[src/rtl/reg_file_ctrl.sv]
// Command-side controller for the 3-entry register file: LOAD/MOVE/READ/CLEAR over valid/ready.
// Optional shadow copies of R0..R2 enabled by defining RF_SHADOW_EN.
module reg_file_ctrl #(
  parameter int unsigned WIDTH  = 8,
  parameter int unsigned RD_LAT = 1
) (
  input  logic             clk,
  input  logic             rst,
  input  logic             cmd_valid,
  output logic             cmd_ready,
  input  logic [1:0]       cmd_op,
  input  logic [1:0]       cmd_dst,
  input  logic [1:0]       cmd_src,
  input  logic [WIDTH-1:0] cmd_imm,
  output logic [2:0]       rf_sel,
  output logic [1:0]       rf_addr,
  output logic [WIDTH-1:0] rf_in,
  output logic             rf_rz,
  input  logic [WIDTH-1:0] rf_out,
  output logic [WIDTH-1:0] rd_data,
  output logic             rd_valid,
  output logic             err
);

  localparam logic [1:0] OpLoad  = 2'd0;
  localparam logic [1:0] OpMove  = 2'd1;
  localparam logic [1:0] OpRead  = 2'd2;

  localparam logic [2:0] StIdle  = 3'd0;
  localparam logic [2:0] StWait  = 3'd1;
  localparam logic [2:0] StCap   = 3'd2;
  localparam logic [2:0] StWrite = 3'd3;
  localparam logic [2:0] StResp  = 3'd4;
  localparam logic [2:0] StFault = 3'd5;

  localparam logic [1:0] CntInit = 2'(RD_LAT - 1);

  logic [2:0]       state_q, state_d;
  logic [1:0]       op_q, op_d;
  logic [1:0]       dst_q, dst_d;
  logic [1:0]       cnt_q, cnt_d;
  logic             ready_q, ready_d;
  logic [2:0]       sel_q, sel_d;
  logic [1:0]       addr_q, addr_d;
  logic [WIDTH-1:0] in_q, in_d;
  logic [WIDTH-1:0] rd_data_q, rd_data_d;
  logic             rd_valid_q, rd_valid_d;
  logic             err_q, err_d;

  logic             shadow_hit;
  logic [WIDTH-1:0] shadow_val;

  function automatic logic [2:0] onehot(input logic [1:0] idx);
    return 3'b001 << idx;
  endfunction

`ifdef RF_SHADOW_EN
  logic [WIDTH-1:0] shadow_q [3];
  logic [2:0]       shadow_vld_q;

  // Source 3 is the zero register, so it always counts as a hit.
  always_comb begin
    shadow_hit = 1'b1;
    shadow_val = '0;
    case (cmd_src)
      2'd0: begin
        shadow_hit = shadow_vld_q[0];
        shadow_val = shadow_q[0];
      end
      2'd1: begin
        shadow_hit = shadow_vld_q[1];
        shadow_val = shadow_q[1];
      end
      2'd2: begin
        shadow_hit = shadow_vld_q[2];
        shadow_val = shadow_q[2];
      end
      default: ;
    endcase
  end

  always_ff @(posedge clk or posedge rst) begin
    if (rst) begin
      shadow_vld_q <= '0;
      for (int i = 0; i < 3; i++) shadow_q[i] <= '0;
    end else if (|sel_d) begin
      shadow_q[dst_d]     <= in_d;
      shadow_vld_q[dst_d] <= 1'b1;
    end
  end
`else
  assign shadow_hit = 1'b0;
  assign shadow_val = '0;
`endif

  always_comb begin
    state_d    = state_q;
    op_d       = op_q;
    dst_d      = dst_q;
    cnt_d      = cnt_q;
    sel_d      = '0;
    addr_d     = addr_q;
    in_d       = in_q;
    rd_data_d  = rd_data_q;
    rd_valid_d = 1'b0;
    err_d      = 1'b0;
    case (state_q)
      StIdle: begin
        if (cmd_valid && ready_q) begin
          op_d  = cmd_op;
          dst_d = cmd_dst;
          if (cmd_dst == 2'd3 && cmd_op != OpRead) begin
            state_d = StFault;
            err_d   = 1'b1;
          end else if (cmd_op == OpLoad || cmd_op == 2'd3) begin
            state_d = StWrite;
            sel_d   = onehot(cmd_dst);
            in_d    = (cmd_op == OpLoad) ? cmd_imm : '0;
          end else begin
            addr_d = cmd_src;
            if (shadow_hit && cmd_op == OpMove) begin
              state_d = StWrite;
              sel_d   = onehot(cmd_dst);
              in_d    = shadow_val;
            end else if (shadow_hit) begin
              state_d    = StResp;
              rd_data_d  = shadow_val;
              rd_valid_d = 1'b1;
            end else begin
              state_d = StWait;
              cnt_d   = CntInit;
            end
          end
        end
      end
      StWait: begin
        if (cnt_q == 2'd0) state_d = StCap;
        else               cnt_d   = cnt_q - 2'd1;
      end
      StCap: begin
        if (op_q == OpMove) begin
          state_d = StWrite;
          sel_d   = onehot(dst_q);
          in_d    = rf_out;
        end else begin
          state_d    = StResp;
          rd_data_d  = rf_out;
          rd_valid_d = 1'b1;
        end
      end
      default: state_d = StIdle;
    endcase
    ready_d = (state_d == StIdle);
  end

  always_ff @(posedge clk or posedge rst) begin
    if (rst) begin
      state_q    <= StIdle;
      op_q       <= '0;
      dst_q      <= '0;
      cnt_q      <= '0;
      ready_q    <= 1'b0;
      sel_q      <= '0;
      addr_q     <= '0;
      in_q       <= '0;
      rd_data_q  <= '0;
      rd_valid_q <= 1'b0;
      err_q      <= 1'b0;
    end else begin
      state_q    <= state_d;
      op_q       <= op_d;
      dst_q      <= dst_d;
      cnt_q      <= cnt_d;
      ready_q    <= ready_d;
      sel_q      <= sel_d;
      addr_q     <= addr_d;
      in_q       <= in_d;
      rd_data_q  <= rd_data_d;
      rd_valid_q <= rd_valid_d;
      err_q      <= err_d;
    end
  end

  assign cmd_ready = ready_q;
  assign rf_sel    = sel_q;
  assign rf_addr   = addr_q;
  assign rf_in     = in_q;
  assign rf_rz     = 1'b0;
  assign rd_data   = rd_data_q;
  assign rd_valid  = rd_valid_q;
  assign err       = err_q;

endmodule

[config.mk]
export PLATFORM = sky130hd
export DESIGN_NAME = reg_file_ctrl
export DESIGN_NICKNAME = d
export VERILOG_FILES = /design/src/rtl/reg_file_ctrl.sv
export SDC_FILE = /design/constraint.sdc
export NUM_CORES = 1
export LEC_CHECK = 0
export CAP_MARGIN = 20
export CORE_UTILIZATION = 25
export DETAILED_ROUTE_END_ITERATION = 10
export MAX_ROUTING_LAYER = met4
export PLACE_DENSITY = 0.52
export SYNTH_ARGS = -nofsm -noshare
export SYNTH_HDL_FRONTEND = slang
export SYNTH_SLANG_ARGS = --single-unit
[constraint.sdc]
create_clock -name clk -period 1.5 [get_ports clk]
set_input_delay 0.3 -clock clk [delete_from_list [all_inputs] [get_ports clk]]
set_output_delay 0.3 -clock clk [all_outputs]
set_load 0.02 [all_outputs]
### After elaboration in Yosys (flattened, before gate mapping)

Index checks and enable logic that the tools add are counted.

| word-level totals | value |
|---|---|
| logic and storage cells | 70 |
| flip-flop bits (word level) | 33 |
| output and inout port bits | 25 |
| input port bits | 25 |

| cells by class | value |
|---|---|
| reduce and logical (&&, ||, !) cells | 14 |
| shift operators | 2 |
| eq/ne operators | 12 |
| bitwise logic cells | 3 |
| add/sub/neg operators | 1 |
| mux-type cells | 27 |

Operators by type and width:

| cell | count |
|---|---|
| 2-to-1 mux 8 bit | 5 |
| 2-to-1 mux 3 bit | 8 |
| one-hot mux 8 bit (2 select lines) | 1 |
| != test 2 bit, second input constant | 7 |
| 2-to-1 mux 2 bit | 5 |
| AND reduction 5 bit | 2 |
| one-hot mux 3 bit (3 select lines) | 1 |
| logical NOT 3 bit | 2 |
| one-hot mux 3 bit (2 select lines) | 1 |
| << shifter 1 x 2 -> 3 bit, first input constant | 2 |
| 2-to-1 mux 1 bit | 5 |
| equality test 2 bit, second input constant | 2 |
| logical NOT 2 bit | 2 |
| one-hot mux 2 bit (2 select lines) | 1 |
| AND reduction 2 bit | 2 |
| AND reduction 4 bit | 1 |
| nonzero test 2 bit | 2 |
| equality test 3 x 1 -> 1 bit, second input constant | 1 |
| equality test 3 x 2 -> 1 bit, second input constant | 1 |
| NOT 1 bit | 3 |
| equality test 2 x 1 -> 1 bit, second input constant | 1 |
| logical AND 1 bit | 2 |
| subtractor 2 x 1 -> 2 bit, second input constant | 1 |
| logical OR 1 bit | 1 |

### Longest topological paths before layout

| depth | value |
|---|---|
| word-level depth | 7 |
| gate-level depth with buffers | 6 |
| depth with buffers taken out | 6 |

### Worst setup path before layout

OpenSTA, ideal clock, no wires.

| path | value |
|---|---|
| kind | input to register |
| start point | in cmd_op[0] |
| end point | reg in_q[0] (netlist: rf_in[0]) |
| buffers on the path | 0 |
| setup time | 125 ps |
| slack | -202 ps |
| cell stages on the path | 6 |
| data arrival time | 1577 ps |
| data required time | 1375 ps |
| path through | inv_1 -> ha_1 -> nand3b_1 -> nor2_8 -> a21boi_4 -> mux2_4 |

| between the ends | value |
|---|---|
| longest elaborated chain between the ends | 6 |
| elaborated cells between the ends (all ways) | 13 |
| classes of those cells | eq/ne: 4; mux: 5; reduce/logical: 4 |

Ends and longest elaborated chain:

| item | RTL line | RTL |
|---|---|---|
| start, declared | 11 | `input logic [1:0] cmd_op,` |
| logical NOT 2 bit | 115, 118 |  |
| 2-to-1 mux 8 bit | 118 | `in_d = (cmd_op == OpLoad) ? cmd_imm : '0;` |
| 2-to-1 mux 8 bit | 115 | `end else if (cmd_op == OpLoad \|\| cmd_op == 2'd3) begin` |
| 2-to-1 mux 8 bit | 112 | `if (cmd_dst == 2'd3 && cmd_op != OpRead) begin` |
| 2-to-1 mux 8 bit | 109 | `if (cmd_valid && ready_q) begin` |
| one-hot mux 8 bit (2 select lines) | 107 | `case (state_q)` |
| end signal, assigned | 177 | `in_q <= in_d;` |
| end, declared | 45 | `logic [WIDTH-1:0] in_q, in_d;` |

Several ways; a longest one is shown, not always the timed one. The select of a mux whose other input is x is not followed.
A chain may end at the register's enable or synchronous reset.

### Final worst setup path

| path | value |
|---|---|
| start point | reg state_q[1] |
| end point | reg in_q[4] (netlist: rf_in[4]) |

| between the ends | value |
|---|---|
| longest elaborated chain between the ends | 3 |
| elaborated cells between the ends (all ways) | 9 |
| classes of those cells | eq/ne: 5; mux: 1; reduce/logical: 3 |

Ends and longest elaborated chain:

| item | RTL line | RTL |
|---|---|---|
| start, declared | 38 | `logic [2:0] state_q, state_d;` |
| start signal, assigned | 158 | `state_q <= StIdle;` |
| start signal, assigned | 170 | `state_q <= state_d;` |
| equality test 3 x 2 -> 1 bit or logical NOT 3 bit (tied branches) | 107 |  |
| != test 2 bit (no source line) or nonzero test 2 bit (tied branches) | -- |  |
| AND reduction 5 bit (no source line) | -- |  |

Several ways; a longest one is shown, not always the timed one.

==> impl_metrics.toml <==
[sta]
drv_slew = 0
finalSetupViolCount = 11
rsz0062_at_grt = "yes"
period_minus_slack_ns = 1.64
fmaxAchievable_ghz = 0.610
period_share_pct = 109
clock_skew_ns = 0.00938
setup_slack_ns = -0.140
final_hold_viol_count = 0

[global_route]
antenna_found_initial = 0
grt_max_degree = 34
track_usage_pct = 12.8
grt_pass1_wl_um = 6760
grt-ovfl-total = 0
first_global_vias = 1400

[yosys]
yosysSeqAreaShare_pct = 50.6
synthAdderAreaFrac_pct = 2.30
synthMuxAreaShare_pct = 14.3
synthDistinctLibCells = 38
synth_compound_area_share_pct = 11.0
synth_seq_cells = 33
ys.warnings.count = 0
synth_ff_type = "dfrtp_1"
synth_top_family_by_area = "simple AND/OR/NAND/NOR gates"
syn-cell-area_um2 = 1630
synth-simple-area-share_pct = 16.3
ys_async_sr_fraction_pct = 100
syn_nets = 174
yosys-top-cells-count = "33 x dfrtp_1, 25 x nand2_1, 10 x inv_1, 10 x mux2_1, 9 x o21ai_0"
avgSynthCellArea_um2 = 11.2
synth-xor-area-share_pct = 0
synth_top_area_share_pct = 50.6
synthCells = 146
synth_edf_count = 0
synth_most_common_cell = "dfrtp_1"
yosysTopAreaCell = "dfrtp_1"
synth_area_leaders = "dfrtp_1 51%, mux2_4 7.4%, mux2_1 6.9%, nand2_1 5.7%, o21ai_0 2.8%"

[critical_path]
crit_arrival_ns = 1.81
cp_max_fo = 8
slowest_delay_ns = 0.46
crit_path_end_kind = "flip-flop"
slowest_stage = "or3_4"
startpoint_type = "flip-flop"
worstSetupPathType = "reg2reg"
path_cells = "or3_4 -> nor2_8 -> a21boi_4 -> buf_12 -> mux2_4"
crit_required_ns = 1.67

[power]
p_leak_nw = 1.30
cellPowerDensity_nw_per_um2 = 1720
ir_worst_vdd_mv = 0.677

[finish]
fillCellCount = 662
final_util_pct = 40.9
drive_above_1_share_pct = 32.4
final_area_um2 = 2580
area_delta_synth_final_pct = 58.0
seqCellArea_um2 = 828
final_nets = 252
diodes = 0
multi_input_comb_area_um2 = 827

[drt]
vias_per_cell = 4.50
drt-pass1-iter-count = 4
ant_nets = 0
drc = 0
drt-initial-drc-count = 56
num_vias = 1359
finalWirelength_um = 4290
wl_per_cell_um = 14.2

[run_status]
violations = "setup timing"
status = "finished, violations left"

[floorplan]
io_pins = 50
fp-row-count = 29
start_util_pct = 25.9
die_h_um = 82.8
die_w_um = 82.8
placeableCoreArea_um2 = 6310
dieArea_um2 = 6860

[clocking]
cts.sinks = 33
numCtsBuffers = 5
clk_pin_slew_ns = 0.07
worstSkewPairLatency_ns = 0.28
tritoncts = "yes"
root_buffer = "clkbuf_8"
cts_buffer_depth = 2
htreeDepth = 2
holdBufCountCts = 0

[placement]
postPlaceCellArea_um2 = 2360
gp_congestion = 0.736
port_buffers = 48
hpwl_um = 2940

[hold_path]
hp-class = "in2reg"

[run]
drv_cap = 0
## cells in the final DEF, fill, tap and decap left out, types with 2 or more instances in the layout
cell,instances
clkbuf_2,2
clkbuf_8,5
o21ai_4,2
buf_12,2
buf_4,25
nand2_1,24
dfrtp_1,31
clkinv_2,2
a21oi_1,2
ha_1,2
nor3_1,2
nand3b_1,3
clkdlybuf4s50_1,22
mux2_4,18
or3_1,2
inv_1,8
nor2_1,4
o21ai_1,6
dfrtp_2,2
dlygate4sd2_1,24
o21ai_0,8
buf_6,2
a211o_1,2
## path summary, 6_finish.rpt
path | from | end | slack [ns] | cells after the start
max | state_q[1] | rf_in[4] | -0.14 | 5
min | cmd_op[1] | op_q[1] | 0.31 | 3
max reg2reg | state_q[1] | rf_in[4] | -0.14 | 5
min reg2reg | rf_in[0] | rf_in[0] | 0.51 | 1
max in group asynchronous | rst | state_q[0] | 0.95 | 3
min in group asynchronous | rst | cnt_q[1] | 0.36 | 3
## power by group
part           total (mW)  internal, mW  leakage, nW  switching (mW)
Clock               0.649         0.321       0.0450           0.328
Combinational        2.34          1.21        0.839            1.13
Sequential           1.46          1.24        0.417           0.219
## critical path, delay by kind of cell (launching register included)
| kind | cells | cell delay (ns) |
|---|---|---|
| AO/OA/AOI/OAI | 1 | 0.07 |
| buffers and inverters | 1 | 0.14 |
| flip-flops | 1 | 0.44 |
| multiplexers | 1 | 0.29 |
| AND/OR/NAND/NOR | 2 | 0.58 |
## repair_timing
action                                  4_1_cts  5_1_grt
buffers inserted                              3        8
pin swaps                                     5        5
resized for setup                            32       20
endpoints found under the setup margin       51       23
cloned                                        0        1
## state kept, by name, indices dropped and copies added, names as in the netlist
register and flops:
cmd_ready 1, cnt_q 2, dst_q 2, err 1, op_q 2, rd_data 8, rd_valid 1, rf_addr 2
rf_in 8, rf_sel 3, state_q 3
## kinds of logic after synthesis
group,count (synthesis)
AOI/OAI and AO/OA,27
muxes,18
other,1
adders and majority gates,3
and+or+nand+nor,47
buffers and inverters,17
DFF,33
## metal layers
metal / wire length, um / vias to the layer above / global-route usage (%)
met1: 2040 / 660 / 16.6
li1: - / 654 / -
met4: 44 / 0 / 3.76
met3: 207 / 7 / 3.68
met2: 2000 / 38 / 19.4
met5: 0 / - / -
## cell type report
class	count	share of cell area [%]
inverters	10	2.13
repair buffers	77	26.8
flip-flops and latches	33	32.1
well taps	77	3.73
multi-input cells	97	32.1
clock buffers	6	2.81
clock inverters	2	0.388
## per-stage QoR
step	std cells	power [mW]	setup WS, ns	hold WS [ns]	TNS [ns]
finish	302	4.45	-0.140	0.314	-1.22
detailed placement	284	3.61	-0.853	0.484	-11.88
CTS	295	4.19	-0.160	0.367	-1.38
global route	302	4.74	-0.196	0.323	-2.06
global placement	284	3.58	-0.823	0.478	-11.86
floorplan	146	2.71	-0.117	0.405	-1.06
(Power assumes the default switching activity.)
